`config.mk`:
```
export PLATFORM = sky130hd
export DESIGN_NAME = gray_sequence_decoder
export DESIGN_NICKNAME = d
export VERILOG_FILES = /design/src/rtl/gray_sequence_decoder.sv
export SDC_FILE = /design/constraint.sdc
export NUM_CORES = 1
export LEC_CHECK = 0
export BUFFER_PORTS_ARGS = -buffer_cell sky130_fd_sc_hd__buf_2
export CAP_MARGIN = 25
export CORE_MARGIN = 3
export CORE_UTILIZATION = 59
export CTS_CLUSTER_SIZE = 40
export DETAILED_ROUTE_END_ITERATION = 6
export HOLD_SLACK_MARGIN = 0.03
export PLACE_DENSITY = 0.84
export SLEW_MARGIN = 20
export SYNTH_ARGS = -nofsm -noshare
export SYNTH_HDL_FRONTEND = slang
export SYNTH_SLANG_ARGS = --single-unit
```
`constraint.sdc`:
```
create_clock -name Clock_In -period 4.5 [get_ports Clock_In]
set_clock_uncertainty 0.2 [all_clocks]
set_input_delay 0.9 -clock Clock_In [delete_from_list [all_inputs] [get_ports Clock_In]]
set_output_delay 0.9 -clock Clock_In [all_outputs]
set_load 0.1 [all_outputs]
```
`src/rtl/gray_sequence_decoder.sv`:
```
`default_nettype none
// ============================================================================
//  Module   : gray_sequence_decoder
//  Purpose  : Registered Gray-to-binary decoder with step-sequence checking.
//             Each accepted Gray sample is decoded to binary. It is then
//             classified against the previously accepted sample as a hold,
//             an up step, a down step or an illegal multi-bit jump. Illegal
//             jumps are counted in a saturating counter. Lock is reported
//             only after RELOCK_COUNT consecutive legal steps.
//  Ports    : Clock_In         - rising-edge clock
//             Reset_n_In       - synchronous active-low reset
//             Enable_In        - block enable; when low all state is held
//             Clear_Errors_In  - synchronous clear of the error counter
//             Gray_Valid_In    - qualifier for Gray_Data_In
//             Gray_Data_In     - Gray-coded sample
//             Binary_Data_Out  - decoded binary of the last accepted sample
//             Binary_Valid_Out - one-cycle pulse per accepted sample
//             Direction_Out    - 00 hold/first, 01 up, 10 down, 11 illegal
//             Step_Error_Out   - one-cycle pulse on an illegal step
//             Error_Count_Out  - saturating illegal-step count
//             Locked_Out       - high while in the LOCKED state
//  Revision : 1.0 - initial release
// ============================================================================
module gray_sequence_decoder #(
    parameter int WIDTH         = 4,
    parameter int RELOCK_COUNT  = 2,
    parameter int ERR_CNT_WIDTH = 8
) (
    input  logic                     Clock_In,
    input  logic                     Reset_n_In,
    input  logic                     Enable_In,
    input  logic                     Clear_Errors_In,
    input  logic                     Gray_Valid_In,
    input  logic [WIDTH-1:0]         Gray_Data_In,
    output logic [WIDTH-1:0]         Binary_Data_Out,
    output logic                     Binary_Valid_Out,
    output logic [1:0]               Direction_Out,
    output logic                     Step_Error_Out,
    output logic [ERR_CNT_WIDTH-1:0] Error_Count_Out,
    output logic                     Locked_Out
);

    localparam int                      c_RELOCK_W      = $clog2(RELOCK_COUNT + 1);
    localparam logic [c_RELOCK_W-1:0]   c_RELOCK_TARGET = c_RELOCK_W'(RELOCK_COUNT);
    localparam logic [ERR_CNT_WIDTH-1:0] c_ERR_MAX      = '1;

    localparam logic [1:0] c_DIR_HOLD    = 2'b00;
    localparam logic [1:0] c_DIR_UP      = 2'b01;
    localparam logic [1:0] c_DIR_DOWN    = 2'b10;
    localparam logic [1:0] c_DIR_ILLEGAL = 2'b11;

    typedef enum logic [1:0] {
        ST_IDLE   = 2'd0,
        ST_RESYNC = 2'd1,
        ST_LOCKED = 2'd2
    } state_t;

    state_t                   r_state, w_state_next;
    logic [WIDTH-1:0]         r_ref, w_ref_next;
    logic [c_RELOCK_W-1:0]    r_relock_cnt, w_relock_cnt_next;
    logic [WIDTH-1:0]         r_binary, w_binary_next;
    logic                     r_valid, w_valid_next;
    logic [1:0]               r_direction, w_direction_next;
    logic                     r_step_error, w_step_error_next;
    logic [ERR_CNT_WIDTH-1:0] r_err_cnt, w_err_cnt_next;

    logic                     w_accept;
    logic [WIDTH-1:0]         w_bin;
    logic [WIDTH-1:0]         w_bin_inc;
    logic [WIDTH-1:0]         w_diff;
    logic                     w_is_hold;
    logic                     w_is_single;

    assign w_accept = Enable_In && Gray_Valid_In;

    // Gray to binary: each binary bit is the XOR of all Gray bits at or above it.
    always_comb begin
        w_bin            = '0;
        w_bin[WIDTH-1]   = Gray_Data_In[WIDTH-1];
        for (int i = WIDTH - 2; i >= 0; i--) begin
            w_bin[i] = w_bin[i+1] ^ Gray_Data_In[i];
        end
    end

    // The registered binary output always equals the decoded reference once
    // a sample has been accepted, so it doubles as the previous binary value.
    assign w_bin_inc   = r_binary + WIDTH'(1);
    assign w_diff      = Gray_Data_In ^ r_ref;
    assign w_is_hold   = (w_diff == '0);
    // Exactly one bit set: non-zero and clearing the lowest set bit leaves zero.
    assign w_is_single = !w_is_hold && ((w_diff & (w_diff - WIDTH'(1))) == '0);

    always_ff @(posedge Clock_In) begin
        if (!Reset_n_In) begin
            r_state      <= ST_IDLE;
            r_ref        <= '0;
            r_relock_cnt <= '0;
            r_binary     <= '0;
            r_valid      <= 1'b0;
            r_direction  <= c_DIR_HOLD;
            r_step_error <= 1'b0;
            r_err_cnt    <= '0;
        end else begin
            r_state      <= w_state_next;
            r_ref        <= w_ref_next;
            r_relock_cnt <= w_relock_cnt_next;
            r_binary     <= w_binary_next;
            r_valid      <= w_valid_next;
            r_direction  <= w_direction_next;
            r_step_error <= w_step_error_next;
            r_err_cnt    <= w_err_cnt_next;
        end
    end

    always_comb begin
        w_state_next      = r_state;
        w_ref_next        = r_ref;
        w_relock_cnt_next = r_relock_cnt;
        w_binary_next     = r_binary;
        w_valid_next      = 1'b0;
        w_direction_next  = r_direction;
        w_step_error_next = 1'b0;
        w_err_cnt_next    = r_err_cnt;

        // A clear without a coinciding illegal step simply zeroes the count.
        if (Enable_In && Clear_Errors_In) begin
            w_err_cnt_next = '0;
        end

        if (w_accept) begin
            w_ref_next    = Gray_Data_In;
            w_binary_next = w_bin;
            w_valid_next  = 1'b1;

            case (r_state)
                ST_IDLE: begin
                    w_direction_next  = c_DIR_HOLD;
                    w_relock_cnt_next = '0;
                    w_state_next      = ST_RESYNC;
                end
                ST_RESYNC, ST_LOCKED: begin
                    if (w_is_hold) begin
                        w_direction_next = c_DIR_HOLD;
                    end else if (w_is_single) begin
                        w_direction_next = (w_bin == w_bin_inc) ? c_DIR_UP : c_DIR_DOWN;
                        if (r_state == ST_RESYNC) begin
                            w_relock_cnt_next = r_relock_cnt + c_RELOCK_W'(1);
                            if (w_relock_cnt_next == c_RELOCK_TARGET) begin
                                w_state_next = ST_LOCKED;
                            end
                        end
                    end else begin
                        w_direction_next  = c_DIR_ILLEGAL;
                        w_step_error_next = 1'b1;
                        w_relock_cnt_next = '0;
                        w_state_next      = ST_RESYNC;
                        if (Clear_Errors_In) begin
                            w_err_cnt_next = ERR_CNT_WIDTH'(1);
                        end else if (r_err_cnt != c_ERR_MAX) begin
                            w_err_cnt_next = r_err_cnt + ERR_CNT_WIDTH'(1);
                        end
                    end
                end
                default: begin
                    w_state_next = ST_IDLE;
                end
            endcase
        end
    end

    assign Binary_Data_Out  = r_binary;
    assign Binary_Valid_Out = r_valid;
    assign Direction_Out    = r_direction;
    assign Step_Error_Out   = r_step_error;
    assign Error_Count_Out  = r_err_cnt;
    assign Locked_Out       = (r_state == ST_LOCKED);

endmodule
`default_nettype wire

```
==> results.cfg, run 1 <==
[yosys]
synth_warnings = 0
synth_xor_area_share_pct = 10.6
synth.distinct_cells = 46
netlist_area_um2 = 1440
synthesis.instances = 172
synth_area_leaders = dfxtp_1 32%, nand2_1 6.3%, ha_1 6.1%
synth_top_family_by_area = simple AND/OR/NAND/NOR gates
synth_area_per_cell_um2 = 8.34
synth_fa_ha_area_share_pct = 6.10
synthMuxAreaShare_pct = 1.48
synth_top_area_share_pct = 32.1
synth_edf_count = 0
ys_ff_latch = 23
synth_flop_cell = dfxtp_1
yosys.area.top_type = dfxtp_1
async_flop_share_pct = 0
ys_seq_area_share_pct = 32.1
synth-simple-area-share_pct = 25.1
synth_compound_area_share_pct = 21.7
syn_nets = 188

[global_routing]
grt_usage_pct = 22.2
overflow = 0
first_global_vias = 1303
grt_max_degree = 18
antenna_found_initial = 0
grt_pass1_wl_um = 5660

[timing]
slew_headroom_pct = 59.7
fmax_mhz = 408
fin_crit_sh_pct = 54.5
finalSetupViolCount = 0
slew_violations = 0
worst_slew_pin_slew_ns = 0.600
period_minus_slack_ns = 2.45
hold_viol = 0
whs_ns = 0.300
setup_tns_ns = 0
rsz0062_at_grt = no

[critical_path]
path_cells = inv_1 -> ha_1 -> buf_2
slowest_delay_ns = 0.42
cp_num_cells = 3
worstPathRequired_ns = 3.40
worstPathMaxFanout = 3
crit_type = flip-flop to output port
cp_num_buf_inv = 2
cpMaxStageDelayCell = buf_2
reg2regPathDepth = 7
endpoint_kind = output port
path_delay_family = buffers and inverters
cp.arrival_ns = 1.35
worstSetupStartpointType = flip-flop

[flow_run]
drv_cap = 0

[power_and_ir_drop]
powerDensity_nw_per_um2 = 260
p_leak_nw = 0.619
p_total_mw = 0.417
ir_worst_vdd_uv = 212

[floorplan]
die_h_um = 55.3
die_w_um = 55.3
io_pins = 26
fp.coreArea_um2 = 2250
start_util_pct = 63.7
fp.dieArea_um2 = 3060
rows = 17

[final_layout]
fin_util_pct = 71.1
syn_to_final_growth_pct = 11.7
nFillCells = 192
seqCellArea_um2 = 460
final_area_um2 = 1600
drive_gt1_share_pct = 18.3
n_antenna_cell = 0
multi_input_area_um2 = 933
layout_common_cells = 25 x buf_2, 24 x nand2_1, 23 x dfxtp_1
final_common_cell = buf_2
nets = 214

[placed_design]
place.gp.congestion = 0.887
dpl-instance-area_um2 = 1580
io_buffer_count = 25
dpl.hpwl_um = 2550

[detailed_routing]
route.vias.total = 1390
first_pass_iters = 4
routed_wl_um = 3370
viasPerCell = 6.18
routedWlPerCell_um = 15.0
drc = 0
ant_nets = 0
drt_first_iter_violations = 37

[cts]
clk_latency_ns = 0.30
cts-root-buf = clkbuf_4
holdBufCountCts = 0
cts_buffer_depth = 2
cts_tree = done
cts_resized = 0
htree_num_levels = 1
numCtsBuffers = 3
clk_transition_reported_paths_ns = 0.12
cts_setup_buffers = 0
cts_sinks = 23

[hold_path]
hp-class = flip-flop to flip-flop
hold_depth = 2

[status]
status = complete, no violations
[cells in the mapped netlist, types with 3 or more instances]
| library cell | n |
|---|---|
| a211o_1 | 3 |
| a211oi_1 | 6 |
| a21oi_1 | 12 |
| a31oi_1 | 3 |
| clkbuf_1 | 3 |
| dfxtp_1 | 23 |
| ha_1 | 7 |
| inv_1 | 5 |
| nand2_1 | 24 |
| nand3_1 | 12 |
| nor2_1 | 7 |
| nor2b_1 | 3 |
| nor3_1 | 6 |
| o211ai_1 | 4 |
| o21ai_0 | 3 |
| or3_1 | 5 |
| xnor2_1 | 9 |
| xor2_2 | 4 |
[worst paths after layout]
path	from	slack, ns	endpoint
worst min register to register	r_ref[0]	0.30	r_ref[0]
worst max-delay path	r_state[0]	2.05	Locked_Out
worst max register to register	r_state[0]	2.17	Error_Count_Out[3]
worst min-delay path	r_ref[0]	0.30	r_ref[0]
[worst min-delay path, cell delays in order (launching register included)]
cell and delay, ns:
dfxtp_1 0.35, nand2_1 0.06, a21oi_1 0.05
[logic make-up after synthesis]
family / after synthesis
simple gates: 70
compound gates: 46
flops: 23
xor+xnor: 14
buf+inv: 10
fa+ha+maj: 7
mux: 2
[state kept, by name, summed over array words and instances, names as in the netlist]
| signal | flops |
|---|---|
| r_relock_cnt | 2 |
| r_ref | 4 |
| Binary_Data_Out | 3 |
| Direction_Out | 2 |
| Error_Count_Out | 8 |
| r_state | 2 |
| Binary_Valid_Out | 1 |
| Step_Error_Out | 1 |
[area by class of cell]
cell class / count / share of cell area [%]
multi-input combinational: 139 / 58.2
inverter: 6 / 1.41
tap: 28 / 2.19
sequential: 23 / 28.7
timing repair buffer: 25 / 7.81
clock buffer: 4 / 1.64
[stage by stage]
step	cells	worst slack (ns)
after floorplan	172	1.97
after global placement	221	1.81
after detailed placement	221	1.76
after CTS	225	2.04
after global routing	225	1.96
final	225	2.05
[layer usage]
layer	wire length, um	global-route usage, %	vias up
li1	-	-	687
met1	1490	27.1	659
met2	1700	38.0	38
met3	133	3.27	6
met4	45	10.1	0
met5	0	0	-
[report_power, final]
group	leakage [nW]	internal (mW)	total [mW]	switching [mW]
Combinational	0.418	0.0308	0.107	0.0765
Sequential	0.187	0.210	0.216	0.00617
Clock	0.0150	0.0346	0.0938	0.0592
Note: power is estimated with default switching activity, not from simulation.
==> run 2: changes to the inputs <==
CORE_UTILIZATION = 55   (was 59)
PLACE_DENSITY = 0.79   (was 0.84)
clock period = 2.5 ns   (was 4.5 ns; I/O delays follow)
==> run 2 against run 1 <==
Against the previous run:
- first-iteration DRC count rose by 2.7%
- via count rose by 0.22%
- cell area rose by 2.2%
- critical endpoint is now Error_Count_Out[3]
==> results.cfg, run 2 (synthesized netlist as in run 1, its figures left out) <==
[placed_design]
io_buffer_count = 25
place.gp.congestion = 0.851
dpl-instance-area_um2 = 1610
pre_cts_ws_ns = 0.154
dpl.hpwl_um = 2620

[floorplan]
die_h_um = 57.1
fp.dieArea_um2 = 3260
io_pins = 26
start_util_pct = 61.3
rows = 17
fp.coreArea_um2 = 2340
die_w_um = 57.1

[timing]
setup_slack_ns = 0.365
worst_slew_pin_slew_ns = 0.492
fin_crit_sh_pct = 85.4
slew_violations = 0
finalSetupViolCount = 0
setup_tns_ns = 0
fmax_mhz = 468
period_minus_slack_ns = 2.14
rsz0062_at_grt = no
slew_headroom_pct = 67.4
hold_viol = 0

[cts]
holdBufCountCts = 0
htree_num_levels = 1
clk_transition_reported_paths_ns = 0.13
cts_sinks = 23
cts-root-buf = clkbuf_4
numCtsBuffers = 3
cts_setup_buffers = 0
cts_buffer_depth = 2
clk_latency_ns = 0.30
cts_tree = done
cts_resized = 0

[global_routing]
overflow = 0
grt_usage_pct = 20.3
grt_max_degree = 17
antenna_found_initial = 0
grt_pass1_wl_um = 5420
first_global_vias = 1235

[final_layout]
seqCellArea_um2 = 465
n_antenna_cell = 0
nets = 218
nFillCells = 206
drive_gt1_share_pct = 21.9
fin_util_pct = 70.0
largest_register_ffs = 8
syn_to_final_growth_pct = 14.1
final_common_cell = buf_2
multi_input_area_um2 = 933
layout_common_cells = 25 x buf_2, 24 x nand2_1, 19 x dfxtp_1
final_area_um2 = 1640

[detailed_routing]
routedWlPerCell_um = 14.7
drc = 0
routed_wl_um = 3380
first_pass_iters = 4
ant_nets = 0
drt_first_iter_violations = 38
viasPerCell = 6.08
route.vias.total = 1393

[critical_path]
reg2regPathDepth = 7
cp.arrival_ns = 2.18
worstSetupStartpointType = flip-flop
worstPathRequired_ns = 2.55
endpoint_kind = flip-flop
worstPathMaxFanout = 6
crit_type = flip-flop to flip-flop

[power_and_ir_drop]
ir_worst_vdd_uv = 293
powerDensity_nw_per_um2 = 464
p_leak_nw = 0.642
p_total_mw = 0.760

[hold_path]
hp-class = input port to flip-flop
hold_depth = 2

[status]
status = complete, no violations

[flow_run]
drv_cap = 0
-- run 2: changes by cell type in the layout (fill, tap and decap cells not counted), sizes merged --
cell / before / now
buf: 25 / 29
-- run 2: through the flow --
stage               std cells  hold WS, ns
finish                    229        0.244
detailed placement        225        0.279
floorplan                 172        0.273
CTS                       229        0.234
global placement          225        0.271
global route              229        0.253
-- run 2: layout make-up --
type | count | area share [%]
flip-flops and latches | 23 | 28.4
inverters | 6 | 1.38
repair buffers | 29 | 9.47
clock buffers | 4 | 1.60
multi-input cells | 139 | 57.0
well taps | 28 | 2.14
-- run 2: power breakdown --
group	internal, mW	leakage [nW]	switching [mW]	total, mW
Combinational	0.0594	0.438	0.139	0.199
Sequential	0.378	0.188	0.0108	0.389
Clock	0.0622	0.0150	0.110	0.172
-- run 2: routing by layer --
| layer | track usage [%] | share of wire, % | vias up | routed length (um) |
|---|---|---|---|---|
| li1 | - | - | 694 | - |
| met1 | 27.1 | 47 | 651 | 1590 |
| met2 | 33.3 | 46 | 44 | 1560 |
| met3 | 3.17 | 5.8 | 4 | 196 |
| met4 | 6.95 | 0.92 | 0 | 31 |
| met5 | 0 | 0 | - | 0 |
-- run 2: worst paths after layout --
check                          start            endpoint  slack (ns)
hold reg to reg   Binary_Data_Out[1]  Binary_Data_Out[1]        0.29
hold / removal       Clear_Errors_In  Error_Count_Out[1]        0.24
setup / recovery          r_state[0]  Error_Count_Out[3]        0.36
setup reg to reg          r_state[0]  Error_Count_Out[3]        0.36
-- run 2: worst max-delay path, cell delays in order, from the launching register on --
cell,delay [ns]
dfxtp_1,0.40
inv_1,0.09
ha_1,0.31
nand3_1,0.12
a41oi_1,0.21
nand3_1,0.25
or3_1,0.37
a31oi_1,0.12
